===== config.mk =====
export PLATFORM = sky130hd
export DESIGN_NAME = seg_display_scanner
export DESIGN_NICKNAME = d
export VERILOG_FILES = /design/src/rtl/seg_display_scanner.sv
export SDC_FILE = /design/constraint.sdc
export NUM_CORES = 1
export LEC_CHECK = 0
export ABC_AREA = 1
export BUFFER_PORTS_ARGS = -buffer_cell sky130_fd_sc_hd__buf_2
export CORE_MARGIN = 2
export CORE_UTILIZATION = 55
export CTS_CLUSTER_SIZE = 14
export DETAILED_ROUTE_END_ITERATION = 10
export GPL_TIMING_DRIVEN = 1
export PLACE_DENSITY = 0.83
export SYNTH_ARGS = -nofsm -noshare
export SYNTH_HDL_FRONTEND = slang
export SYNTH_SLANG_ARGS = --single-unit

===== constraint.sdc =====
create_clock -name clk -period 2.8 [get_ports clk]
set_input_delay 0.14 -clock clk [delete_from_list [all_inputs] [get_ports clk]]
set_output_delay 0.14 -clock clk [all_outputs]
set_load 0.02 [all_outputs]

===== src/rtl/seg_display_scanner.sv =====
// Time-multiplexed 4-digit common-anode 7-segment scanner with guard cycles, adjust blink and colon.
// Optional LEADING_ZERO_BLANK_EN blanks a zero hours-tens digit outside adjust mode.
module seg_display_scanner #(
    parameter int REFRESH_DIV = 100000,
    parameter int BLINK_DIV   = 25000000
) (
    input  logic       clk,
    input  logic       rst,
    input  logic [1:0] hr_tens,
    input  logic [3:0] hr_ones,
    input  logic [2:0] min_tens,
    input  logic [3:0] min_ones,
    input  logic       adjust,
    input  logic [1:0] sel_digit,
    input  logic       sec_tick,
    output logic [3:0] an,
    output logic [6:0] seg,
    output logic       dp
);
    localparam int SW = (REFRESH_DIV > 1) ? $clog2(REFRESH_DIV) : 1;
    localparam int BW = (BLINK_DIV > 1) ? $clog2(BLINK_DIV) : 1;

    logic [SW-1:0] slot_cnt;
    logic [1:0]    scan;
    logic [BW-1:0] blink_cnt;
    logic          blink_ph;
    logic          colon;
    logic [3:0]    snap_val;
    logic          snap_adj;
    logic          snap_blank;

    logic          slot_wrap;
    logic          guard_now;
    logic [3:0]    live_val;
    logic [3:0]    live_max;
    logic [3:0]    cur_val;
    logic          cur_adj;
    logic          cur_blank;
    logic          colon_nxt;
    logic [6:0]    seg_dec;

    assign slot_wrap = (slot_cnt == SW'(REFRESH_DIV - 1));
    assign guard_now = (slot_cnt == '0);
    assign colon_nxt = colon ^ sec_tick;

    always_comb begin
        live_val = {2'b00, hr_tens};
        live_max = 4'd2;
        case (scan)
            2'd0: begin live_val = min_ones;         live_max = 4'd9; end
            2'd1: begin live_val = {1'b0, min_tens}; live_max = 4'd5; end
            2'd2: begin live_val = hr_ones;          live_max = 4'd9; end
            default: ;
        endcase
    end

    // During the guard cycle the live inputs are what gets latched, so use them directly.
    assign cur_val   = guard_now ? live_val : snap_val;
    assign cur_adj   = guard_now ? adjust : snap_adj;
    assign cur_blank = guard_now ? (adjust && (sel_digit == scan) && blink_ph) : snap_blank;

    always_comb begin
        seg_dec = 7'b1111111;
        if (cur_val > live_max) begin
            seg_dec = 7'b0111111;
        end else begin
            case (cur_val)
                4'd0: seg_dec = 7'b1000000;
                4'd1: seg_dec = 7'b1111001;
                4'd2: seg_dec = 7'b0100100;
                4'd3: seg_dec = 7'b0110000;
                4'd4: seg_dec = 7'b0011001;
                4'd5: seg_dec = 7'b0010010;
                4'd6: seg_dec = 7'b0000010;
                4'd7: seg_dec = 7'b1111000;
                4'd8: seg_dec = 7'b0000000;
                4'd9: seg_dec = 7'b0010000;
                default: seg_dec = 7'b0111111;
            endcase
        end
`ifdef LEADING_ZERO_BLANK_EN
        if (scan == 2'd3 && cur_val == 4'd0 && !cur_adj)
            seg_dec = 7'b1111111;
`endif
    end

    always_ff @(posedge clk) begin
        if (rst) begin
            slot_cnt   <= '0;
            scan       <= 2'd0;
            blink_cnt  <= '0;
            blink_ph   <= 1'b0;
            colon      <= 1'b0;
            snap_val   <= 4'd0;
            snap_adj   <= 1'b0;
            snap_blank <= 1'b0;
            an         <= 4'b1111;
            seg        <= 7'b1111111;
            dp         <= 1'b1;
        end else begin
            slot_cnt <= slot_wrap ? '0 : slot_cnt + 1'b1;
            if (slot_wrap)
                scan <= scan + 2'd1;

            if (guard_now) begin
                snap_val   <= live_val;
                snap_adj   <= adjust;
                snap_blank <= cur_blank;
            end

            if (!adjust) begin
                blink_cnt <= '0;
                blink_ph  <= 1'b0;
            end else if (blink_cnt == BW'(BLINK_DIV - 1)) begin
                blink_cnt <= '0;
                blink_ph  <= ~blink_ph;
            end else begin
                blink_cnt <= blink_cnt + 1'b1;
            end

            colon <= colon_nxt;

            // Outputs describe the cycle being entered; a wrap means the next cycle is a guard.
            if (slot_wrap) begin
                an  <= 4'b1111;
                seg <= 7'b1111111;
                dp  <= 1'b1;
            end else begin
                an  <= cur_blank ? 4'b1111 : ~(4'b0001 << scan);
                seg <= seg_dec;
                dp  <= !((scan == 2'd2) && (colon_nxt || cur_adj));
            end
        end
    end
endmodule


==> results.md <==
- Status: complete, no violations
- CTS tree: done
- Post-synth EDFFs: 0
- Routed vias: 3,124
- Worst reg2reg path endpoint: seg[6]
- GPL Wtd Cong: about 0.9
- Hold violation count in the final report: 0
- Routed length per instance: roughly 12 µm
- Number of setup buffers added after CTS: 0
- DR iter-0 viols: 92
- Most used routing layer: met2
- Worst Hold Endpoint: snap_val[1]
- CTS root buffer: clkbuf_8
- Register area share after synthesis: 38.2%
- Io pins: 31
- Met3 Usage GRT: between 4 and 5%
- Worst hold path class: in -> reg
- Clk slew on worst S/H paths: about 0.080 ns
- Die X: 82.1 µm
- PD cells: 593 nW/µm²
- Syn Nets: roughly 500
- First-pass GRT wire length: 11.9 mm
- Avg Vias per Cell: 5.25
- Num rows: 28
- Top FF cell, synth: dfxtp_1
- Largest fanout on the critical path: 8
- Final worst slack: 0.317 ns
- R2R Setup Slk: 0.32 ns
- Mapped cell area: 3360 µm²
- Die H: 82.1 µm
- Tot Pwr: roughly 2300 µW
- IO buf count: 30
- Initial antenna violation count: 0
- HP Start: rst
- Core Region: ~6000 µm²
- Worst-Margin Slew: ~0.59 ns
- Largest net degree at the start of global routing: 18
- Layout cells sized above 1: 14.0%
- Slew Viols, Final: 0
- Arr. time, crit path: ~2.7 ns
- Startpoint types: flip-flop
- Total Nets Final: 551
- H-Tree Depth: 3
- Cts repair resizes: 0
- Commonest cells in the netlist: nand2_1 (105), nor2_1 (70), dfxtp_1 (64), inv_1 (63), nand3_1 (25)
- Post-DRT Antenna Nets: 0
- Hold buffers post-CTS: 0
- Cells on worst reg2reg path: 16
- CTS max path bufs: 2
- DRC Markers: 0
- Initial core utilization: 56.7%
- Part of the cycle the worst path needs: 88.7%
- Max Cap Violations: 0
- Synth Area per Inst: 7.02 µm²
- Sink Count: 64
- Count of cell types in the netlist: 36
- Number of synthesized register bits: 64
- Reg2reg start: slot_cnt[0]
- Post-route setup TNS: 0 ns
- Worst vdd ir: 0.391 mV
- GRT Total Usage: 22.7%
- Count leader, synth: nand2_1
- Post-layout min period: 2.48 ns
- Hold Crit Depth: 2
- Clock Skew: a little under 0.008 ns
- Synthesis-to-layout area growth: 14.7%
- Leak pwr: 0.00163 µW
- Post-synth top area share: about two fifths
- CTS buffer count: 9
- Synth area leaders: dfxtp_1 (38%), nand2_1 (12%), nor2_1 (7.8%), inv_1 (7.0%), ha_1 (6.3%)
- Routed Wire Length: between 7 and 8 mm
- RSZ-0062 raised after global routing: false
- Place WS: between 0.15 and 0.2 ns
- Relative slew slack: roughly three fifths
- Die ar.: 6740 µm²
- Setup CP Type: reg -> reg
- Critical Path RT: 3.02 ns
- Synth area leader: dfxtp_1
- Remaining Overflow, GRT: 0
- M2 GR Usage: roughly 41%
- Vias in the first global route: 2,904
- Met1 GRT Util: 25.5%
- TritonRoute pass-1 iters: 4
- Antenna diode count: 0
- Clk_lat worst skew: approximately 0.34 ns
- Synth async-reset ratio: 0%
- Fmax: 403 MHz
- HPWL after DPL: about 5.4 mm
- Crit end category: flip-flop
- Synth Instances: between 400 and 500
- Final setup fails: 0
- Synth Warn #: 0
state kept, by name (all words and copies together) (netlist names):
signal and cells:
an 4, blink_cnt 25, blink_ph 1, colon 1
dp 1, scan 2, seg 7, slot_cnt 17
snap_adj 1, snap_blank 1, snap_val 4
placed cells by master (no fill, tap or decap), drive strengths merged, types with 2 or more instances in the layout:
| master | count |
|---|---|
| xnor2 | 2 |
| inv | 66 |
| or2 | 7 |
| nand3 | 26 |
| xor2 | 8 |
| clkinv | 2 |
| dfxtp | 64 |
| nor3b | 5 |
| o21a | 2 |
| o21ai | 13 |
| buf | 32 |
| nor4 | 8 |
| nor3 | 24 |
| bufinv | 4 |
| a21oi | 24 |
| nor2 | 76 |
| nand2 | 109 |
| nand3b | 3 |
| nand4 | 13 |
| clkbuf | 9 |
| ha | 17 |
| a31oi | 2 |
worst max path at each step:
stage	endpoint	from	cells past startpoint
floorplan	seg[6]	slot_cnt[0]	16
global placement	seg[6]	slot_cnt[0]	16
detailed placement	seg[6]	slot_cnt[0]	16
CTS	seg[6]	slot_cnt[0]	16
global route	seg[6]	scan[0]	14
finish	seg[6]	slot_cnt[0]	16
per-stage QoR:
step	area (µm²)	instances	util, %	hold slack (ns)
2_1_floorplan	3360	478	-	0.304
3_3_place_gp	3580	579	60.5	0.429
3_5_place_dp	3580	579	60.5	0.438
4_1_cts	3850	595	65.0	0.0889
5_1_grt	3850	595	65.0	0.0997
6_report	3850	595	65.0	0.103
worst max-delay path, stage by stage (launching register included):
cell and delay (ns):
dfxtp_1 0.35, inv_1 0.07, ha_1 0.13, inv_1 0.04
nor2_1 0.13, nand2_1 0.09, nor2_2 0.12, nand2_2 0.13
o21ai_1 0.30, inv_1 0.17, ha_1 0.23, o21bai_1 0.14
nand4_1 0.11, nand2_1 0.08, nand2_2 0.12, nand2_1 0.10
nand2_1 0.05
cell type report:
class | count | area [µm²]
fillers | 530 | 2070
multi-input cells | 343 | 1800
flip-flops and latches | 64 | 1280
inverters | 65 | 244
repair buffers | 32 | 165
clock inverters | 7 | 143
clock buffers | 9 | 124
well taps | 75 | 93.8
layer usage:
layer	vias up	routed length, µm
met1	1421	3050
met5	-	0
met3	17	336
met4	0	160
li1	1607	-
met2	79	3570
power breakdown:
part / internal (µW) / switching [µW] / total (µW) / leakage (µW)
Sequential: 944 / 12.1 / 956 / 0.000520
Clock: 684 / 372 / 1060 / 0.000134
Combinational: 99.6 / 171 / 271 / 0.000971
Total: 1730 / 555 / 2280 / 0.00163
cell families after synthesis:
family          count (synthesis)  share of synthesized area (%)
xor+xnor                       10                           2.61
compound gates                 44                           7.08
flops                          64                           38.2
buf+inv                        71                           8.28
simple gates                  272                           37.5
fa+ha+maj                      17                           6.34
Note: power is estimated with default switching activity, not from simulation.
